<file path="src/rtl/instr_type_pkg.sv">
// Shared instruction-type definitions for the fence path: request kinds,
// sequencer states and predecessor/successor bit positions.
package instr_type;

  typedef enum logic [1:0] {
    fk_fence   = 2'd0,
    fk_fence_i = 2'd1,
    fk_invalid = 2'd2
  } fence_kind_t;

  typedef enum logic [2:0] {
    S_IDLE,
    S_DRAIN,
    S_INV,
    S_FLUSH,
    S_RESP
  } fence_state_t;

  localparam int unsigned FB_I = 3;
  localparam int unsigned FB_O = 2;
  localparam int unsigned FB_R = 1;
  localparam int unsigned FB_W = 0;

  // A FENCE only orders anything when both the pred and succ sets are non-empty.
  function automatic logic fence_orders(input logic [3:0] pred, input logic [3:0] succ);
    return (pred != '0) && (succ != '0);
  endfunction

endpackage

</file>
<file path="src/rtl/fence_ctrl_cnt.sv">
// Tracks in-flight LSU memory ops; saturates at both ends and records any
// overflow/underflow in a sticky error flag.
module mem_outstanding_cnt #(
  parameter  int unsigned MAX_OUTSTANDING = 8,
  localparam int unsigned CNT_W = $clog2(MAX_OUTSTANDING + 1)
) (
  input  logic             clk,
  input  logic             rst,
  input  logic             issue,
  input  logic             complete,
  output logic [CNT_W-1:0] count,
  output logic             err
);

  always_ff @(posedge clk or negedge rst) begin
    if (!rst) begin
      count <= '0;
      err   <= 1'b0;
    end else if (issue && !complete) begin
      if (count == CNT_W'(MAX_OUTSTANDING)) err <= 1'b1;
      else count <= count + CNT_W'(1);
    end else if (complete && !issue) begin
      if (count == '0) err <= 1'b1;
      else count <= count - CNT_W'(1);
    end
  end

endmodule

</file>
<file path="src/rtl/fence_ctrl.sv">
// FENCE / FENCE.I sequencer: stalls younger issue, drains memory ops and the
// store buffer, optionally invalidates the I-cache and redirects fetch.
module fence_ctrl
  import instr_type::*;
#(
  parameter  int unsigned MAX_OUTSTANDING = 8,
  parameter  bit          ENABLE_FENCE_I  = 1'b1,
  localparam int unsigned CNT_W = $clog2(MAX_OUTSTANDING + 1)
) (
  input  logic             clk,
  input  logic             rst,
  input  logic             req_valid,
  output logic             req_ready,
  input  fence_kind_t      req_kind,
  input  logic [3:0]       req_pred,
  input  logic [3:0]       req_succ,
  input  logic             mem_issue,
  input  logic             mem_complete,
  output logic             sb_drain_req,
  input  logic             sb_empty,
  output logic             icache_inv_req,
  input  logic             icache_inv_ack,
  output logic             stall,
  output logic             flush_fetch,
  output logic             done,
  output logic             illegal,
  output logic [CNT_W-1:0] outstanding,
  output logic             cnt_err
);

  fence_state_t state;
  logic         is_fence_i;

  mem_outstanding_cnt #(.MAX_OUTSTANDING(MAX_OUTSTANDING)) u_cnt (
    .clk      (clk),
    .rst      (rst),
    .issue    (mem_issue),
    .complete (mem_complete),
    .count    (outstanding),
    .err      (cnt_err)
  );

  // req_ready comes out of reset low and rises on the first clock in IDLE.
  always_ff @(posedge clk or negedge rst) begin
    if (!rst) begin
      state          <= S_IDLE;
      is_fence_i     <= 1'b0;
      req_ready      <= 1'b0;
      stall          <= 1'b0;
      sb_drain_req   <= 1'b0;
      icache_inv_req <= 1'b0;
      flush_fetch    <= 1'b0;
      done           <= 1'b0;
      illegal        <= 1'b0;
    end else begin
      flush_fetch <= 1'b0;
      done        <= 1'b0;
      illegal     <= 1'b0;
      case (state)
        S_IDLE: begin
          req_ready <= 1'b1;
          if (req_valid && req_ready) begin
            is_fence_i <= (req_kind == fk_fence_i);
            case (req_kind)
              fk_fence: begin
                req_ready <= 1'b0;
                stall     <= 1'b1;
                if (fence_orders(req_pred, req_succ)) begin
                  state        <= S_DRAIN;
                  sb_drain_req <= 1'b1;
                end else begin
                  state <= S_RESP;
                  done  <= 1'b1;
                end
              end
              fk_fence_i: begin
                if (ENABLE_FENCE_I) begin
                  state        <= S_DRAIN;
                  req_ready    <= 1'b0;
                  stall        <= 1'b1;
                  sb_drain_req <= 1'b1;
                end else begin
                  illegal <= 1'b1;
                end
              end
              default: illegal <= 1'b1;
            endcase
          end
        end
        S_DRAIN: begin
          if (outstanding == '0 && sb_empty) begin
            sb_drain_req <= 1'b0;
            if (is_fence_i) begin
              state          <= S_INV;
              icache_inv_req <= 1'b1;
            end else begin
              state <= S_RESP;
              done  <= 1'b1;
            end
          end
        end
        S_INV: begin
          if (icache_inv_ack) begin
            state          <= S_FLUSH;
            icache_inv_req <= 1'b0;
            flush_fetch    <= 1'b1;
          end
        end
        S_FLUSH: begin
          state <= S_RESP;
          done  <= 1'b1;
        end
        S_RESP: begin
          state     <= S_IDLE;
          stall     <= 1'b0;
          req_ready <= 1'b1;
        end
        default: begin
          state     <= S_IDLE;
          stall     <= 1'b0;
          req_ready <= 1'b1;
        end
      endcase
    end
  end

endmodule

</file>
<file path="config.mk">
export PLATFORM = sky130hd
export DESIGN_NAME = fence_ctrl
export DESIGN_NICKNAME = d
export VERILOG_FILES = /design/src/rtl/instr_type_pkg.sv /design/src/rtl/fence_ctrl_cnt.sv /design/src/rtl/fence_ctrl.sv
export SDC_FILE = /design/constraint.sdc
export NUM_CORES = 1
export LEC_CHECK = 0
export CAP_MARGIN = 0
export CORE_MARGIN = 5
export CORE_UTILIZATION = 33
export CTS_BUF_LIST = sky130_fd_sc_hd__clkbuf_4
export CTS_CLUSTER_SIZE = 8
export DETAILED_ROUTE_END_ITERATION = 7
export PLACE_DENSITY = 0.7
export SLEW_MARGIN = 20
export SYNTH_ARGS = -nofsm -noshare
export SYNTH_HDL_FRONTEND = slang
export SYNTH_HIERARCHICAL = 1
export SYNTH_SLANG_ARGS = --single-unit
</file>
<file path="constraint.sdc">
create_clock -name clk -period 1.6 [get_ports clk]
set_clock_uncertainty 0.2 [all_clocks]
set_input_delay 0.32 -clock clk [delete_from_list [all_inputs] [get_ports clk]]
set_output_delay 0.32 -clock clk [all_outputs]
set_load 0.02 [all_outputs]
</file>
==> insert_results.sql, run 1 <==
INSERT INTO impl_metrics (metric_group, metric, value, unit) VALUES
('power', 'sw_frac_of_total', '39.6', '%'),
('sta', 'grt_setup_unrepaired', 'true', ''),
('die', 'design.die.area', '0.00357', 'mm2'),
('outcome', 'violations_in_the_final_reports', 'negative setup slack', ''),
('setup_path', 'ff2ff_setup_slack', '-0.10', 'ns'),
('clocking', 'cts_max_path_buffers', '2', ''),
('clocking', 'worstSkewPairLatency', '0.28', 'ns'),
('drt', 'drt-vias-per-instance', '5.15', ''),
('sta', 'fin_ws', '-0.101', 'ns'),
('logic_synthesis', 'number_of_cells_produced_by_synthesis', '74', ''),
('power', 'power_leakage', '0.596', 'nW'),
('drt', 'number_of_drc_markers_after_the_initial_detailed_route_iteration', '27', ''),
('clocking', 'htree_levels', '1', ''),
('placed_design', 'place_hpwl', '1720', 'um'),
('logic_synthesis', 'synth_nets', '95', ''),
('sta', 'setup_viol_count_final', '4', ''),
('global_route', 'number_of_antenna_violations_at_the_first_check_in_global_routing', '0', ''),
('placed_design', 'dpl_cell_area', '0.00128', 'mm2'),
('sta', 'timing.fmax', '588', 'MHz'),
('setup_path', 'worst_path_max_delay_cell', 'or4_4', ''),
('clocking', 'cts-buffers-inserted', '3', ''),
('sta', 'final_hold_viol_count', '0', ''),
('power', 'combPwrFrac', '55.3', '%'),
('global_route', 'grt_max_degree', '17', ''),
('logic_synthesis', 'ys.warnings.count', '6', ''),
('die', 'ioPinCount', '29', ''),
('power', 'share_clk_of_total_power', '10.4', '%'),
('hold_path', 'holdCritPathClass', 'input port to asynchronous set/reset pin', ''),
('sta', 'timing.slew.headroom', '82.8', '%'),
('power', 'cell_internal_pwr', '1.24', 'mW'),
('cells_and_area', 'insertedDiodeCount', '0', ''),
('clocking', 'cts_num_sinks', '16', ''),
('die', 'design.core.area', '0.00243', 'mm2'),
('logic_synthesis', 'synth.yosys.seq_area_share', '49.0', '%'),
('setup_path', 'r2r_depth', '3', ''),
('outcome', 'run_status', 'finished with violations', ''),
('setup_path', 'crit_path_max_fanout', '4', ''),
('clocking', 'cts_root_buf', 'clkbuf_4', ''),
('global_route', 'track_usage', '12.3', '%'),
('die', 'initial_utilization', '33.6', '%'),
('placed_design', 'gpl.final_weighted_congestion', '0.834', ''),
('global_route', 'grt-ovfl-total', '0', ''),
('logic_synthesis', 'syn-mean-instance-area', '11.0', 'um2'),
('setup_path', 'end_kind', 'flip-flop', ''),
('power', 'p_per_area', '1540', 'mW/mm2'),
('sta', 'period_share', '106', '%'),
('power', 'seq_power_share', '34.3', '%'),
('placed_design', 'buffer_ports.inserted', '28', ''),
('logic_synthesis', 'synth_area', '817', 'um2'),
('die', 'floorplan.rows', '18', ''),
('setup_path', 'setup.worst_path.start_class', 'flip-flop', ''),
('setup_path', 'worst_r2r_endpoint', 'u_cnt/count[1]', ''),
('setup_path', 'cp_data_arrival_time', '1.67', 'ns'),
('setup_path', 'cp_slowest_stage_delay', '0.56', 'ns'),
('clocking', 'clk_pin_slew', '0.10', 'ns'),
('die', 'die_width', '59.8', 'um'),
('setup_path', 'cp_data_required_time', '1.57', 'ns'),
('cells_and_area', 'net_count_final', '145', ''),
('sta', 'timing.final.crit_period', '1.70', 'ns'),
('drt', 'drt_first_pass_iters', '4', ''),
('sta', 'final-max-slew-violation-count', '0', ''),
('sta', 'whs', '0.155', 'ns'),
('cells_and_area', 'post-route-cell-area', '0.00134', 'mm2'),
('clocking', 'cts_hold_repair.buffers', '0', ''),
('logic_synthesis', 'yosys_register_bits', '16', ''),
('die', 'dieHeight', '59.8', 'um'),
('power', 'total_power', '2.05', 'mW'),
('global_route', 'global_route_wire_length_before_repair', '3310', 'um'),
('setup_path', 'cp_cell_sequence', 'or4_4 > nand2_2 > mux2_4', ''),
('run', 'max_cap_viol_count', '0', ''),
('drt', 'detail-route-antenna-nets', '0', '');
cell type report:
type	count	area [um2]
clock buffer	3	22.5
clock inverter	1	3.75
fill	228	1100
inverter	6	35.0
multi-input combinational	52	460
sequential	16	404
tap	30	37.5
timing repair buffer	45	372
worst max path at each step:
stage | from | to | depth (start not counted)
after floorplan | mem_complete | u_cnt/count[1] | 6
final | u_cnt/count[0] | u_cnt/count[1] | 3
after global placement | mem_complete | u_cnt/count[1] | 7
after detailed placement | mem_complete | u_cnt/count[3] | 8
after global routing | u_cnt/count[0] | sb_drain_req | 5
after CTS | u_cnt/count[1] | u_cnt/count[1] | 3
metal layers:
metal  vias to the layer above  track usage (%)  wire [um]
met5                         -                0          0
met4                         0             3.80          4
met3                         2             3.67        204
met2                        27             21.5       1070
met1                       388             14.3        909
li1                        371                -          -
cell usage after synthesis (all sizes together):
| cell | number | area share (%) |
|---|---|---|
| xnor2 | 1 | 1.1 |
| ha | 3 | 4.6 |
| nand2 | 5 | 2.6 |
| a2bb2oi | 1 | 1.1 |
| nand2b | 2 | 1.5 |
| o32ai | 1 | 1.1 |
| and4b | 1 | 1.2 |
| or4 | 3 | 3.7 |
| mux2 | 2 | 2.8 |
| dfrtp | 16 | 49 |
| or2 | 1 | 0.77 |
| nor4 | 1 | 0.77 |
| inv | 6 | 2.8 |
| o21bai | 1 | 0.92 |
| o21ai | 2 | 1.2 |
| a31oi | 1 | 0.77 |
| xor2 | 2 | 2.1 |
| and4bb | 1 | 1.5 |
| o211ai | 2 | 1.8 |
| a21oi | 4 | 2.5 |
| o2bb2ai | 4 | 4.3 |
| o221ai | 1 | 1.1 |
| a211oi | 1 | 1.5 |
| fa | 1 | 2.5 |
| nor2 | 4 | 1.8 |
| and3 | 1 | 0.77 |
| nand4 | 1 | 0.77 |
| nor2b | 1 | 0.77 |
| nand3 | 2 | 1.2 |
| and2 | 2 | 1.5 |
critical path, delay by kind of cell, from the launching register on:
| kind | cells | cell delay (ns) |
|---|---|---|
| flip-flops | 1 | 0.44 |
| AND/OR/NAND/NOR | 2 | 0.66 |
| multiplexers | 1 | 0.29 |
registers in the layout, summed over array words and instances, names as in the netlist:
signal and cells:
u_cnt/err 1, done 1, icache_inv_req 1, u_cnt/count 4, flush_fetch 1, sb_drain_req 1
is_fence_i 1, req_ready 1, illegal 1, state 3, stall 1
what timing repair did:
item	in CTS	in global routing
pin swaps	10	0
setup buffers	0	1
setup endpoints to repair	23	12
resized for setup	40	7
power groups by stage:
| stage | Combinational [mW] | Clock (mW) | Sequential, mW |
|---|---|---|---|
| global route | 1.23 | 0.243 | 0.727 |
| global placement | 1.11 | 0 | 0.694 |
| floorplan | 0.425 | 0 | 0.829 |
| CTS | 1.08 | 0.221 | 0.697 |
| detailed placement | 1.14 | 0 | 0.692 |
| finish | 1.13 | 0.214 | 0.705 |
cells by family (layout without fill, tap and decap cells):
family	count (synthesis)	after routing	synth area share, %
mux	2	2	2.76
compound gates	18	18	16.2
fa+ha+maj	4	4	7.04
simple gates	25	25	19.0
flops	16	16	49.0
xor+xnor	3	3	3.22
buf+inv	6	55	2.76
per-stage QoR:
stage	worst slack, ns	instances	util [%]
3_5_place_dp	-0.883	148	52.8
3_3_place_gp	-0.860	148	52.8
5_1_grt	-0.126	153	54.9
4_1_cts	-0.101	152	53.7
6_report	-0.101	153	54.9
2_1_floorplan	-0.216	74	-
cells in the final DEF (no fill, tap or decap), types with 4 or more instances in the layout:
master,n
nand2_1,4
dlygate4sd2_1,16
clkdlybuf4s50_1,6
buf_4,16
nor2_1,4
dfrtp_1,13
inv_1,4
(Power assumes the default switching activity.)
==> run 2: changes to the inputs <==
--- a/config.mk
+++ b/config.mk
@@ -7,11 +7,12 @@
 export LEC_CHECK = 0
 export CAP_MARGIN = 0
 export CORE_MARGIN = 5
-export CORE_UTILIZATION = 33
+export CORE_UTILIZATION = 49
 export CTS_BUF_LIST = sky130_fd_sc_hd__clkbuf_4
 export CTS_CLUSTER_SIZE = 8
 export DETAILED_ROUTE_END_ITERATION = 7
-export PLACE_DENSITY = 0.7
+export PLACE_DENSITY = 0.92
+export SKIP_CTS_REPAIR_TIMING = 1
 export SLEW_MARGIN = 20
 export SYNTH_ARGS = -nofsm -noshare
 export SYNTH_HDL_FRONTEND = slang
==> constraint.sdc (replaced) <==
create_clock -name clk -period 2.1 [get_ports clk]
set_clock_uncertainty 0.2 [all_clocks]
set_input_delay 0.42 -clock clk [delete_from_list [all_inputs] [get_ports clk]]
set_output_delay 0.42 -clock clk [all_outputs]
set_load 0.02 [all_outputs]
==> run 2 against run 1 <==
Net effect:
- the run now ends clean
- cell count shrank 17%
- sequential share of layout area grew 2.5 points
- clock power shrank 29%
- via count shrank 9.1%
- critical path depth shrank 2
- worst hold slack gained 0.11 ns
- flip-flop and latch count is the same
==> insert_results.sql, run 2 (synthesis results as in run 1) <==
INSERT INTO impl_metrics (metric_group, metric, value, unit) VALUES
('die', 'design.core.area', '0.00154', 'mm2'),
('die', 'design.die.area', '0.00258', 'mm2'),
('sta', 'final-max-slew-violation-count', '0', ''),
('hold_path', 'holdCritPathClass', 'input port to asynchronous set/reset pin', ''),
('cells_and_area', 'layout.cells.most_common', 'clkdlybuf4s50_1', ''),
('clocking', 'clk_pin_slew', '0.08', 'ns'),
('power', 'p_per_area', '1190', 'mW/mm2'),
('clocking', 'cts-buffers-inserted', '3', ''),
('sta', 'worst_slew_pin_slew', '0.451', 'ns'),
('setup_path', 'worst_r2r_endpoint', 'u_cnt/count[1]', ''),
('setup_path', 'crit_path_max_fanout', '6', ''),
('clocking', 'cts_max_path_buffers', '2', ''),
('power', 'total_power', '1.45', 'mW'),
('power', 'power.net_switching', '0.560', 'mW'),
('global_route', 'track_usage', '16.0', '%'),
('cells_and_area', 'largest_register_ffs', '4', ''),
('setup_path', 'cp_slowest_stage_delay', '0.66', 'ns'),
('global_route', 'grt_pass1_vias', '740', ''),
('sta', 'final_hold_viol_count', '0', ''),
('power', 'power.ir.vdd_worst', '856', 'uV'),
('cells_and_area', 'fillCellCount', '101', ''),
('clocking', 'htree_levels', '1', ''),
('drt', 'drt_first_pass_iters', '4', ''),
('cells_and_area', 'post_route_cells_drive_above_1_share', '17.1', '%'),
('clocking', 'tritoncts', 'yes', ''),
('setup_path', 'setup.worst_path.start_class', 'flip-flop', ''),
('setup_path', 'r2r_depth', '4', ''),
('global_route', 'grt-ovfl-total', '0', ''),
('drt', 'number_of_drc_markers_after_the_initial_detailed_route_iteration', '15', ''),
('cells_and_area', 'synthToLayoutAreaGrowth', '49.3', '%'),
('setup_path', 'cp_data_arrival_time', '1.41', 'ns'),
('setup_path', 'timing_worst_setup_path_type', 'flip-flop to output pin', ''),
('die', 'floorplan.rows', '14', ''),
('global_route', 'number_of_antenna_violations_at_the_first_check_in_global_routing', '0', ''),
('drt', 'routed_wirelength', '1910', 'um'),
('sta', 'grt_setup_unrepaired', 'false', ''),
('setup_path', 'cp_data_required_time', '1.48', 'ns'),
('sta', 'whs', '0.269', 'ns'),
('setup_path', 'cp_cell_sequence', 'clkdlybuf4s50_1', ''),
('cells_and_area', 'insertedDiodeCount', '0', ''),
('power', 'share_clk_of_total_power', '10.5', '%'),
('placed_design', 'buffer_ports.inserted', '28', ''),
('die', 'ioPinCount', '29', ''),
('power', 'power_leakage', '0.539', 'nW'),
('sta', 'setup_viol_count_final', '0', ''),
('cells_and_area', 'layout.cells.most_common_list', 'clkdlybuf4s50_1 (25), dfrtp_1 (16), inv_1 (5), buf_4 (5)', ''),
('power', 'combPwrFrac', '51.8', '%'),
('power', 'seq_power_share', '37.7', '%'),
('die', 'dieHeight', '50.8', 'um'),
('clocking', 'worstSkewPairLatency', '0.27', 'ns'),
('drt', 'routed_wire_length_per_instance', '15.0', 'um'),
('outcome', 'run_status', 'complete, no violations', ''),
('sta', 'timing.slew.headroom', '69.6', '%'),
('drt', 'drt-vias-per-instance', '5.64', ''),
('clocking', 'cts_num_sinks', '16', ''),
('clocking', 'cts_root_buf', 'clkbuf_4', ''),
('global_route', 'global_route_wire_length_before_repair', '3250', 'um'),
('sta', 'timing.fmax', '492', 'MHz'),
('setup_path', 'cp.buffers_inverters', '1', ''),
('placed_design', 'gpl.final_weighted_congestion', '0.884', ''),
('die', 'initial_utilization', '53.0', '%'),
('setup_path', 'regToRegStartpoint', 'u_cnt/count[3]', ''),
('cells_and_area', 'net_count_final', '134', ''),
('power', 'cell_internal_pwr', '0.895', 'mW'),
('cells_and_area', 'largest-register', 'u_cnt/count', ''),
('drt', 'via_count', '716', ''),
('setup_path', 'end_kind', 'output pin', ''),
('sta', 'period_share', '96.8', '%'),
('run', 'max_cap_viol_count', '0', ''),
('sta', 'timing.final.crit_period', '2.03', 'ns'),
('setup_path', 'ff2ff_setup_slack', '0.29', 'ns'),
('setup_path', 'cp_top_family', 'buffers and inverters', ''),
('placed_design', 'place_hpwl', '1510', 'um'),
('global_route', 'grt_max_degree', '17', ''),
('drt', 'post-route-drc-count', '0', ''),
('drt', 'detail-route-antenna-nets', '0', ''),
('power', 'sw_frac_of_total', '38.5', '%'),
('die', 'die_width', '50.8', 'um'),
('cells_and_area', 'top_regs', 'u_cnt/count: 4 flops, state: 3 flops', ''),
('setup_path', 'worst_path_max_delay_cell', 'clkdlybuf4s50_1', '');
[run 2: cell types whose count changed in the layout (fill, tap and decap cells not counted), moves of 2 or more]
| cell | previous run | this run |
|---|---|---|
| dlymetal6s2s_1 | 0 | 3 |
| buf_4 | 16 | 5 |
| dfrtp_2 | 3 | 0 |
| dlygate4sd2_1 | 16 | 0 |
| dfrtp_1 | 13 | 16 |
| clkdlybuf4s50_1 | 6 | 25 |
| clkdlybuf4s15_1 | 2 | 0 |
| clkbuf_2 | 2 | 0 |
| buf_2 | 2 | 0 |
[run 2: worst max-delay path by stage]
stage / depth (start not counted) / end / start
CTS: 7 / u_cnt/count[1] / mem_complete
floorplan: 6 / u_cnt/count[1] / mem_complete
global placement: 7 / u_cnt/count[1] / mem_complete
detailed placement: 7 / u_cnt/count[1] / mem_complete
finish: 1 / outstanding[1] / u_cnt/count[1]
global route: 1 / outstanding[1] / u_cnt/count[1]
[run 2: worst reg2reg max path: stages (launching register included)]
cell	delay, ns
dfrtp_1	0.45
xor2_1	0.17
or4_4	0.52
nand2_4	0.08
mux2_4	0.29
[run 2: power groups by stage]
| stage | clock network, mW | registers, mW | logic (mW) |
|---|---|---|---|
| 5_1_grt | 0.170 | 0.573 | 0.816 |
| 3_3_place_gp | 0 | 0.544 | 0.687 |
| 2_1_floorplan | 0 | 0.629 | 0.302 |
| 6_report | 0.152 | 0.548 | 0.754 |
| 4_1_cts | 0.156 | 0.543 | 0.720 |
| 3_5_place_dp | 0 | 0.546 | 0.716 |
[run 2: per-layer routing]
metal  wire length [um]  vias to the layer above  global-route usage (%)  share of wire (%)
met3                 89                        2                    3.20                4.7
met1                816                      344                    19.7                 43
met5                  0                        -                       0                  0
li1                   -                      349                       -                  -
met2                993                       21                    27.7                 52
met4                  9                        0                    5.11               0.47
[run 2: layout make-up]
type	count	area [um2]	share of cell area (%)
multi-input combinational	52	418	34.3
sequential	16	400	32.8
timing repair buffer	34	337	27.6
clock buffer	3	22.5	1.85
inverter	6	22.5	1.85
tap	16	20.0	1.64
[run 2: metrics by stage]
| step | instances | setup TNS, ns | instance area, um2 | util [%] | setup WS [ns] |
|---|---|---|---|---|---|
| detailed placement | 124 | -1.20 | 1160 | 75.4 | -0.347 |
| global route | 127 | 0 | 1220 | 79.1 | 0.00341 |
| global placement | 124 | -0.938 | 1160 | 75.4 | -0.290 |
| CTS | 127 | -0.0383 | 1180 | 76.9 | -0.0383 |
| floorplan | 74 | 0 | 817 | - | 0.160 |
| finish | 127 | 0 | 1220 | 79.1 | 0.0669 |
